--- config.mk ---
export PLATFORM = sky130hd
export DESIGN_NAME = wbuffer_tagpool
export DESIGN_NICKNAME = d
export VERILOG_FILES = /design/src/rtl/wbuffer_tagpool.sv
export SDC_FILE = /design/constraint.sdc
export NUM_CORES = 1
export LEC_CHECK = 0
export CORE_MARGIN = 3
export CORE_UTILIZATION = 55
export DETAILED_ROUTE_END_ITERATION = 8
export PLACE_DENSITY = 0.76
export RECOVER_POWER = 100
export SETUP_SLACK_MARGIN = 0.1
export SLEW_MARGIN = 20
export SYNTH_ARGS = -nofsm -noshare
export SYNTH_HDL_FRONTEND = slang
export SYNTH_SLANG_ARGS = --single-unit
--- constraint.sdc ---
create_clock -name clk -period 6.3 [get_ports clk]
set_clock_uncertainty 0.15 [all_clocks]
set_input_delay 1.26 -clock clk [delete_from_list [all_inputs] [get_ports clk]]
set_output_delay 1.26 -clock clk [all_outputs]
set_load 0.05 [all_outputs]
--- src/rtl/wbuffer_tagpool.sv ---
// Tag allocator for the write buffer: offers one free tag at a time in round-robin
// order, takes tags back by mask or by index, and tracks how many are in use.
module wbuffer_tagpool #(
    parameter int NUM_TAGS = 32,
    parameter int TAG_W    = $clog2(NUM_TAGS),
    parameter int LOW_WM   = 4
) (
    input  logic                clk,
    input  logic                rstn,
    output logic                tag_valid,
    output logic [TAG_W-1:0]    tag,
    input  logic                tag_enable,
    input  logic [NUM_TAGS-1:0] tag_free,
    input  logic                free_valid,
    input  logic [TAG_W-1:0]    free_tag,
    input  logic                flush,
    output logic [TAG_W:0]      used_cnt,
    output logic                tags_low,
    output logic                err_bad_free
);

    // Per-tag state is encoded without an explicit enum:
    // state   | encoding
    // FREE    | used_q[i]=0 and not the offered tag
    // OFFERED | tag_valid=1 and tag==i (at most one)
    // USED    | used_q[i]=1
    logic [NUM_TAGS-1:0] used_q;
    logic [TAG_W-1:0]    rr_ptr_q;

    logic                hs;
    logic [NUM_TAGS-1:0] ret_mask;
    logic [NUM_TAGS-1:0] legal_mask;
    logic [NUM_TAGS-1:0] grant_mask;
    logic [NUM_TAGS-1:0] hold_mask;
    logic [NUM_TAGS-1:0] used_d;
    logic [NUM_TAGS-1:0] free_post;
    logic                bad_free;
    logic                need_offer;

    logic                pick_found;
    logic [TAG_W-1:0]    pick_idx;
    logic [TAG_W:0]      ret_cnt;
    logic [TAG_W:0]      used_cnt_d;
    logic [TAG_W+1:0]    avail;

    always_comb begin
        hs         = tag_valid & tag_enable;
        need_offer = ~tag_valid | tag_enable;

        ret_mask = tag_free;
        if (free_valid) begin
            ret_mask[free_tag] = 1'b1;
        end

        // Only USED tags may come back; a FREE or OFFERED return is flagged and dropped.
        legal_mask = ret_mask & used_q;
        bad_free   = |(ret_mask & ~used_q);

        grant_mask = '0;
        if (hs) begin
            grant_mask[tag] = 1'b1;
        end

        hold_mask = '0;
        if (tag_valid && !tag_enable) begin
            hold_mask[tag] = 1'b1;
        end

        used_d    = (used_q & ~legal_mask) | grant_mask;
        free_post = ~used_d & ~hold_mask;
    end

    // Round-robin search over the post-return free set, starting at rr_ptr.
    always_comb begin
        logic [TAG_W-1:0] idx;
        pick_found = 1'b0;
        pick_idx   = '0;
        idx        = '0;
        for (int i = 0; i < NUM_TAGS; i++) begin
            idx = rr_ptr_q + TAG_W'(i);
            if (!pick_found && free_post[idx]) begin
                pick_found = 1'b1;
                pick_idx   = idx;
            end
        end
    end

    always_comb begin
        ret_cnt = '0;
        for (int i = 0; i < NUM_TAGS; i++) begin
            ret_cnt = ret_cnt + (TAG_W+1)'(legal_mask[i]);
        end
        used_cnt_d = used_cnt + (TAG_W+1)'(hs) - ret_cnt;
    end

    always_comb begin
        avail    = (TAG_W+2)'(NUM_TAGS) - {1'b0, used_cnt};
        tags_low = (avail <= (TAG_W+2)'(LOW_WM));
    end

    always_ff @(posedge clk or negedge rstn) begin
        if (!rstn) begin
            tag_valid    <= 1'b0;
            tag          <= '1;
            used_q       <= '0;
            rr_ptr_q     <= '0;
            used_cnt     <= '0;
            err_bad_free <= 1'b0;
        end else if (flush) begin
            // Sticky error survives a flush; only reset clears it.
            tag_valid <= 1'b0;
            used_q    <= '0;
            rr_ptr_q  <= '0;
            used_cnt  <= '0;
        end else begin
            used_q   <= used_d;
            used_cnt <= used_cnt_d;
            if (bad_free) begin
                err_bad_free <= 1'b1;
            end
            if (need_offer) begin
                if (pick_found) begin
                    tag_valid <= 1'b1;
                    tag       <= pick_idx;
                    rr_ptr_q  <= pick_idx + TAG_W'(1);
                end else begin
                    tag_valid <= 1'b0;
                end
            end
        end
    end

endmodule

==> results of run 1 <==
-- Yosys cell counts, drive strengths merged (23+ instances only) --
cell type	number
o211ai	26
fa	29
buf	44
a31oi	30
nor3	78
nor2b	27
a211oi	23
clkbuf	95
nand3	78
inv	58
a22oi	30
nand2	140
nor4	33
xnor2	43
a21oi	132
o22ai	44
nand4	31
o32ai	33
o21ai	128
nor2	214
dfrtp	45
nand2b	46
ha	44
-- timing repair --
action	4_1_cts
resized for setup	143
buffers inserted	51
cloned	3
pin swaps	79
endpoints found under the setup margin	15
-- kinds of logic after synthesis --
logic type,after synthesis
compound gates,664
xor+xnor,52
fa+ha+maj,73
buf+inv,199
flops,50
mux,31
simple gates,780
-- layer usage --
layer | global-route usage | GRT overflow
met1 | 0.759 | 11
met2 | 0.872 | 40
met3 | 0.660 | 13
met4 | 0.658 | 33
met5 | 0.534 | 0
-- per-stage QoR --
step / worst slack, ns / area (um2) / setup TNS [ns]
3_3_place_gp: -0.876 / 17100 / -8.03
4_1_cts: -0.206 / 18200 / -0.475
2_1_floorplan: 0.0198 / 13000 / 0
3_5_place_dp: -0.984 / 17100 / -9.71
==> flow_summary.yaml, run 1 <==
global_route:
  track_usage: 0.750
  overflow: 97
  grt_start_max_net_pins: 51
logic_synthesis:
  synth_xor_area_frac: 0.0356
  synth_edf_count: 0
  synth.distinct_cells: 108
  synth-seq-cells: 50
  synth-simple-area-share: 0.315
  synth-compound-area-share: 0.364
  yosysSeqAreaShare: 0.0982
  synth_top_cell_by_area: "dfrtp_1"
  synthAdderAreaFrac: 0.0883
  synth.avg_cell_area_um2: 6.93
  synth_top_family_by_area: "compound AO/OA/AOI/OAI gates"
  syn_inst: 1849
  synth_area_um2: 12800
  synth_top_area_share: 0.0879
  synth.area.mux_share: 0.0319
  synth_ff_type: "dfrtp_1"
  ys_async_sr_fraction: 1.00
  synth.area.top_cells: "dfrtp_1 8.8%, nor2_1 6.3%, o21ai_0 4.8%"
  syn_nets: 1964
  yosys_warnings: 0
floorplan:
  ios: 56
  initial_core_util: 0.562
  die_w_um: 159
  die_height_um: 159
  rows: 55
cts:
  cts_buffers: 5
  cts_root_buf: "clkbuf_16"
  hold_buffers: 0
  cts_buffer_depth: 2
  cts_htree_levels: 2
  cts.sinks: 50
status:
  status: "did not finish"
  error: "[ERROR GRT-0232] Routing congestion too high. Check the congestion heatmap in the GUI."
  stop_stage: "global routing (5_1_grt)"
placement:
  numPortBuffers: 55
  hpwl_um: 53600
  gp_congestion: 1.32
  dp_cells: 2589
==> run 2: changes to the inputs <==
--- a/config.mk
+++ b/config.mk
@@ -6,11 +6,10 @@
 export NUM_CORES = 1
 export LEC_CHECK = 0
 export CORE_MARGIN = 3
-export CORE_UTILIZATION = 55
+export CORE_UTILIZATION = 40
 export DETAILED_ROUTE_END_ITERATION = 8
-export PLACE_DENSITY = 0.76
+export PLACE_DENSITY_LB_ADDON = 0.15
 export RECOVER_POWER = 100
-export SETUP_SLACK_MARGIN = 0.1
 export SLEW_MARGIN = 20
 export SYNTH_ARGS = -nofsm -noshare
 export SYNTH_HDL_FRONTEND = slang
==> constraint.sdc (replaced) <==
create_clock -name clk -period 8.2 [get_ports clk]
set_clock_uncertainty 0.15 [all_clocks]
set_input_delay 1.64 -clock clk [delete_from_list [all_inputs] [get_ports clk]]
set_output_delay 1.64 -clock clk [all_outputs]
set_load 0.05 [all_outputs]
==> run 2 against run 1 <==
  * The flow now finishes, with violations (max-capacitance violations, max-slew violations)
  * Synthesized cell count unchanged
  * Synthesized area unchanged
==> flow_summary.yaml, run 2 <==
setup_path:
  crit_buf_inv: 4
  critical_path.cell_chain: "clkdlybuf4s50_1 -> clkbuf_1 -> and4b_1 -> a311oi_4 -> o32a_1 -> o22a_1 -> nand3_1 -> o211ai_1 -> nand3_4 -> or4_4 -> or4_1 -> buf_4 -> nor2_1 -> a211oi_1 -> a2111oi_0 -> buf_4 -> a21oi_1 -> a211oi_1 -> xor2_1 -> o22ai_1"
  crit_path_max_fanout: 16
  crit_path_end_kind: "flop"
  critPathMaxStageDelay_ns: 0.58
  cp-start-kind: "input pin"
  worstPathRequired_ns: 8.23
  crit_family: "compound AO/OA/AOI/OAI gates"
  worst-setup-path-type: "in2reg"
  cp.arrival_ns: 7.92
  cp_slowest_cell: "or4_4"
layout:
  nets: 2082
  synthToLayoutAreaGrowth_pct: 15.9
  drive_gt1_frac: 0.148
  instances_no_fill: 2364
  n_fill_cell: 3207
  largest_register_ffs: 32
  final_cell_mix: "214 x nor2_1, 181 x buf_4, 139 x nand2_1"
  largestRegisters: "used_q: 32 flops, used_cnt: 6 flops"
  diodes: 0
  final_common_cell: "nor2_1"
  regMostFlops: "used_q"
logic_synthesis:
  ys_async_sr_fraction: 1.00
  synth_top_cell_by_area: "dfrtp_1"
  synth_top_area_share: 0.0879
  synth_edf_count: 0
  synth_common_cells: "214 x nor2_1, 139 x nand2_1, 122 x o21ai_0"
  synth.area.top_cells: "dfrtp_1 8.8%, nor2_1 6.3%, o21ai_0 4.8%"
  synth-seq-cells: 50
  syn_nets: 1964
  syn_inst: 1849
  yosys_warnings: 0
  synth.distinct_cells: 108
  yosysSeqAreaShare: 0.0982
  synth_area_um2: 12800
  synth.avg_cell_area_um2: 6.93
  synth_ff_type: "dfrtp_1"
  yosysMostFrequentCell: "nor2_1"
pwr:
  pwr-share-seq: 0.052
  p_total_mw: 8.17
  power_frac_clock: 0.029
  irDropWorstVdd_uv: 316
  p_per_area_nw_per_um2: 550
  switching_share: 0.640
  cellLeakagePower_nw: 5.63
  p_comb_frac: 0.920
  p_int_mw: 2.94
  switchingPower_mw: 5.22
global_route:
  track_usage: 0.432
  grt_start_max_net_pins: 51
  grt_pass1_wl_um: 110000
  grt_pass1_vias: 16000
  antenna_found_initial: 2
  overflow: 0
cts:
  cts_buffers: 5
  cts_post_setup_buffers_inserted: 0
  hold_buffers: 0
  cts_root_buf: "clkbuf_16"
  cts_buffer_depth: 2
  cts_tree: "done"
  cts.sinks: 50
  ctsResizeCount: 0
  clock_latency_ns: 0.31
  cts_htree_levels: 2
  path_clk_slew_ns: 0.08
routing:
  dr_total_vias: 17100
  drt_first_iter_violations: 2722
  vias_per_cell: 7.25
  drtAntennaViolNets: 0
  wl_per_cell_um: 32.2
  firstDrtPassIters: 6
  route.detailed.drc: 0
  drt_wl_total_um: 76200
sta:
  finalHoldViolations: 0
  fin_crit_sh: 0.961
  min_period_ns: 7.88
  grt_setup_unrepaired: "no"
  worstMarginPinSlew_ns: 2.85
  report.final.slew_viol_count: 51
  fmax_ghz: 0.127
  setup_tns_ns: 0
  slew_headroom: -0.900
  finalSetupViolCount: 0
floorplan:
  dieArea_um2: 34200
  rows: 64
  initial_core_util: 0.412
  die_height_um: 185
  coreArea_um2: 31100
  die_w_um: 185
  ios: 56
status:
  violations: "max-capacitance violations, max-slew violations"
  status: "finished with violations"
placement:
  numPortBuffers: 55
  hpwl_um: 61100
  gp_congestion: 1.10
  dp_cells: 2356
min_path:
  min_path_type: "reg2reg"
flow_run:
  drv_cap: 1
run 2: cell counts after synthesis:
Identical to the previous run, type by type.
run 2: kinds of logic after synthesis:
| kind of cell | after synthesis | share of synthesized area |
|---|---|---|
| AO/OA/AOI/OAI | 664 | 0.364 |
| buffers and inverters | 199 | 0.0665 |
| AND/OR/NAND/NOR | 780 | 0.315 |
| XOR/XNOR | 52 | 0.0356 |
| flip-flops | 50 | 0.0982 |
| multiplexers | 31 | 0.0319 |
| adder cells (fa/ha/maj) | 73 | 0.0883 |
run 2: power groups by stage:
stage	clock, mW	sequential [mW]	combinational [mW]
finish	0.235	0.422	7.51
global route	0.248	0.424	7.80
CTS	0.236	0.412	7.14
detailed placement	0	0.416	7.10
global placement	0	0.415	7.13
floorplan	0	0.406	4.30
run 2: per-layer routing:
metal | global-route usage | wire (um) | vias up
met4 | 0.182 | 4130 | 4
met1 | 0.589 | 30900 | 8220
met5 | 0 | 53 | -
met3 | 0.139 | 10300 | 268
met2 | 0.625 | 30800 | 1314
li1 | - | - | 7329
run 2: area by class of cell:
type	count	area [um2]	share of cell area
clock inverter	3	28.8	0.00194
inverter	59	221	0.0149
timing repair buffer	251	1980	0.133
sequential	50	1260	0.0849
multi-input combinational	1600	10700	0.723
clock buffer	5	125	0.00843
tap	396	495	0.0334
run 2: path summary, 6_finish.rpt:
path	startpoint	to	slack, ns	depth (start not counted)
max in group asynchronous	rstn	rr_ptr_q[3]$_DFFE_PN0P_	3.90	2
worst min register to register	err_bad_free$_DFFE_PN0P_	err_bad_free$_DFFE_PN0P_	0.35	1
min in group asynchronous	rstn	used_cnt[2]$_DFF_PN0_	2.18	2
worst min-delay path	err_bad_free$_DFFE_PN0P_	err_bad_free$_DFFE_PN0P_	0.35	1
worst max register to register	rr_ptr_q[0]$_DFFE_PN0P_	rr_ptr_q[4]$_DFFE_PN0P_	1.09	20
worst max-delay path	free_tag[3]	rr_ptr_q[4]$_DFFE_PN0P_	0.32	20
run 2: metrics by stage:
step	instance area, um2	util	setup slack, ns	hold slack (ns)
after detailed placement	14700	0.474	0.107	0.338
after global placement	14700	0.474	0.121	0.328
after floorplan	12800	-	0.788	0.473
after CTS	14900	0.479	0.395	0.359
final	14800	0.478	0.316	0.351
after global routing	14800	0.478	0.0343	0.387
(Power assumes the default switching activity.)
==> run 3: changes to the inputs <==
--- a/config.mk
+++ b/config.mk
@@ -5,6 +5,7 @@
 export SDC_FILE = /design/constraint.sdc
 export NUM_CORES = 1
 export LEC_CHECK = 0
+export CORE_ASPECT_RATIO = 2
 export CORE_MARGIN = 3
 export CORE_UTILIZATION = 40
 export DETAILED_ROUTE_END_ITERATION = 8
==> run 3 against run 2 <==
  * The run now fails in global routing (5_1_grt)
  * Synthesized area did not move
  * Synthesized cell count did not move
==> flow_summary.yaml, run 3 <==
global_route:
  overflow: 260
  grt_pass1_wl_um: 161000
  track_usage: 0.616
  grt_start_max_net_pins: 57
  grt_pass1_vias: 20500
floorplan:
  die_w_um: 133
  die_height_um: 259
  rows: 92
  initial_core_util: 0.406
  ios: 56
logic_synthesis:
  synth.area.top_cells: "dfrtp_1 8.8%, nor2_1 6.3%, o21ai_0 4.8%"
  syn_nets: 1964
  synth.distinct_cells: 108
  syn_inst: 1849
  yosysSeqAreaShare: 0.0982
  synth_edf_count: 0
  synth_ff_type: "dfrtp_1"
  synth_top_cell_by_area: "dfrtp_1"
  yosys_warnings: 0
  synth.avg_cell_area_um2: 6.93
  synth_common_cells: "214 x nor2_1, 139 x nand2_1, 122 x o21ai_0"
  ys_async_sr_fraction: 1.00
  yosysMostFrequentCell: "nor2_1"
  synth_area_um2: 12800
  synth_top_area_share: 0.0879
  synth-seq-cells: 50
status:
  status: "did not finish"
  error: "[ERROR GRT-0116] Global routing finished with congestion. Check the congestion regions in the DRC Viewer."
  stop_stage: "global routing (5_1_grt)"
cts:
  cts_htree_levels: 2
  cts.sinks: 50
  cts_buffers: 5
  cts_post_setup_buffers_inserted: 0
  hold_buffers: 0
  cts_root_buf: "clkbuf_16"
  cts_buffer_depth: 2
  ctsResizeCount: 0
placement:
  gp_congestion: 1.14
  numPortBuffers: 55
  hpwl_um: 72100
## run 3: cell counts after synthesis
No cell type changed its count.
## run 3: kinds of logic after synthesis
logic type	after synthesis	synth area share
buffers and inverters	199	0.0665
and+or+nand+nor	780	0.315
DFF	50	0.0982
muxes	31	0.0319
adders and majority gates	73	0.0883
AOI/OAI and AO/OA	664	0.364
xor gates and xnor gates	52	0.0356
## run 3: per-layer routing
layer,track usage,GRT overflow
met3,0.383,1
met5,0.142,0
met4,0.654,107
met2,0.870,152
met1,0.570,0
## run 3: stage by stage
step                hold slack [ns]  cells  setup slack (ns)  area (um2)
detailed placement            0.319   2442             0.175       15200
CTS                           0.336   2450             0.477       15400
floorplan                     0.473   1849             0.788       12800
global placement              0.309   2442             0.210       15200
==> RTL edit, RTL diff (config.mk and constraints of run 2) <==
Set the parameter `NUM_TAGS` to 16 (it was 32).
--- a/src/rtl/wbuffer_tagpool.sv
+++ b/src/rtl/wbuffer_tagpool.sv
@@ -1,7 +1,7 @@
 // Tag allocator for the write buffer: offers one free tag at a time in round-robin
 // order, takes tags back by mask or by index, and tracks how many are in use.
 module wbuffer_tagpool #(
-    parameter int NUM_TAGS = 32,
+    parameter int NUM_TAGS = 16,
     parameter int TAG_W    = $clog2(NUM_TAGS),
     parameter int LOW_WM   = 4
 ) (
Interface: changed (resized free_tag, tag, tag_free and used_cnt); port bits go from 56 to 37. No check against the original RTL was run, so the function may have changed too.
==> RTL edit against run 2 <==
The run still ends with max-capacitance violations, max-slew violations left; sequential cell count shrank 19; hold slack worse by 32 ps; count of clock-buffer cells in the layout grew 1; worst setup slack better by 700 ps; via count decreased by 64%; cell area down 59%; area after synthesis fell by 58%; final cell count down 61%; sequential power is 42% lower; wire length fell by 73%; total power decreased by 68%; critical endpoint is now rr_ptr_q[2].
==> RTL edit: results (changes against run 2) <==
| Metric | Value |
|---|---|
| Sw frac | 0.578 (-0.0620) |
| Register area share after synthesis | 0.144 (+0.0453) |
| Met2 GRT Util | 0.410 (-0.215) |
| Root buffer cell | clkbuf_16 |
| Slew Viols, Final | 32 (-37%) |
| DR vias/cell | 6.56 (-9.5%) |
| Clock-pin slew on the worst setup and hold paths | 50 ps (-30 ps) |
| Post-DP HPWL | 16100 um (-74%) |
| Crit path DAT | 7240 ps (-680 ps) |
| CTS H-tree lvls | 2 (unchanged) |
| Number of max-cap violations | 1 (unchanged) |
| Synth async-reset ratio | 1.00 (unchanged) |
| Antenna Cells | 0 (unchanged) |
| Post-Place Setup Slack | 1340 ps (+1230 ps) |
| Share of layout cells above drive strength 1 | 0.0740 (-0.0739) |
| Iter 0 DRT Violations | 898 (-67%) |
| Worst reg-to-reg setup slack | 2060 ps (+970 ps) |
| Worst Path Max Fanout | 8 (-8) |
| Outcome | finished, violations left |
| Fin Hold WS | 319 ps (-32.0 ps) |
| Synth cell count leaders | 85 x nor2_1, 80 x nand2_1, 58 x a21oi_1, 33 x inv_1, 32 x o21ai_0 |
| Met3 usage | 0.0571 (-0.0823) |
| Sequential power share | 0.093 (+0.041) |
| WL/cell | 21.9 um (-32%) |
| GR Util met1 | 0.407 (-0.182) |
| CTS buffer count | 5 (unchanged) |
| Failing checks | max-capacitance violations, max-slew violations |
| Clock Power Share | 0.085 (+0.056) |
| CTS resizes | 0 (unchanged) |
| Vias in the first global route | 5797 (-64%) |
| Worst Tran Pin Value | 1780 ps (-1070 ps) |
| Post-synth cell types | 96 (-11%) |
| DRT Pass-1 Iters | 5 (-1) |
| DR top layer | met4 |
| Peak supply drop | 0.167 mV (-47%) |
| Syn Nets | 799 (-59%) |
| Worst-case clock buffer depth | 2 (unchanged) |
| Met1 WL | 9130 um (-70%) |
| Synth area leaders | dfrtp_1 12%, ha_1 6.0%, nor2_1 5.9% |
| GPL Wtd Cong | 0.961 (-13%) |
| Final Net Count | 821 (-61%) |
| Fill count | 1343 (-58%) |
| P_leak | 2.37 nW (-58%) |
| WL met3 | 1850 um (-82%) |
| Regs by FF count | used_q (16), used_cnt (5) |
| Port-buffer cells | 36 (-35%) |
| GRT Total Usage | 0.276 (-0.155) |
| Antenna violations before repair | 0 (-2) |
| Largest net degree at the start of global routing | 34 (-33%) |
| Global-route wire length before repair | 32400 um (-70%) |
| Setup bufs post-CTS | 0 (unchanged) |
| Fmax | 0.139 GHz (+9.7%) |
| Latest clock arrival within the worst-skew pair | 280 ps (-30 ps) |
| EDFF count, synth | 0 (unchanged) |
| Met2 Routed Length | 8900 um (-71%) |
-- RTL edit: final cells by class --
type	count	area, um^2	area share
multi-input cells	634	4320	0.712
clock buffers	6	139	0.0229
clock inverters	2	35.0	0.00577
flip-flops and latches	31	781	0.129
repair buffers	47	439	0.0724
inverters	37	139	0.0229
well taps	172	215	0.0355
-- RTL edit: per-stage QoR --
step                      power, mW  utilization  instances  area, um^2
after floorplan                1.77            -        734        5440
after global placement         2.33        0.458        921        5940
after detailed placement       2.35        0.458        921        5940
after CTS                      2.58        0.471        929        6110
after global routing           2.82        0.467        929        6070
final                          2.61        0.467        929        6070
-- RTL edit: worst max-delay path: stages --
cell and delay [ps]:
dlygate4sd3_1 610, nand3_1 300, o21ai_0 530, a32oi_4 500
o311ai_2 150, or4b_4 580, a211oi_1 690, nand3_1 300
nor3_1 550, a32oi_1 190, o2111a_1 280, a21oi_2 200
ha_1 170, inv_1 40, and3_1 140, o31a_1 270
nor2_1 90
-- RTL edit: worst paths after layout --
| kind | start | depth (start not counted) | endpoint |
|---|---|---|---|
| min in group asynchronous | rstn | 2 | used_cnt[0] |
| max | free_tag[2] | 17 | rr_ptr_q[2] |
| min reg2reg | err_bad_free | 1 | err_bad_free |
| max reg2reg | rr_ptr_q[1] | 19 | rr_ptr_q[2] |
| min | err_bad_free | 1 | err_bad_free |
| max in group asynchronous | rstn | 2 | used_q[13] |
-- RTL edit: logic make-up (layout without fill, tap and decap cells) --
family | count (synthesis) | after routing | synth area share
AO/OA/AOI/OAI | 245 | 245 | 0.312
XOR/XNOR | 18 | 18 | 0.0290
adder cells (fa/ha/maj) | 40 | 40 | 0.111
buffers and inverters | 69 | 92 | 0.0545
flip-flops | 31 | 31 | 0.144
multiplexers | 26 | 26 | 0.0612
AND/OR/NAND/NOR | 305 | 305 | 0.288
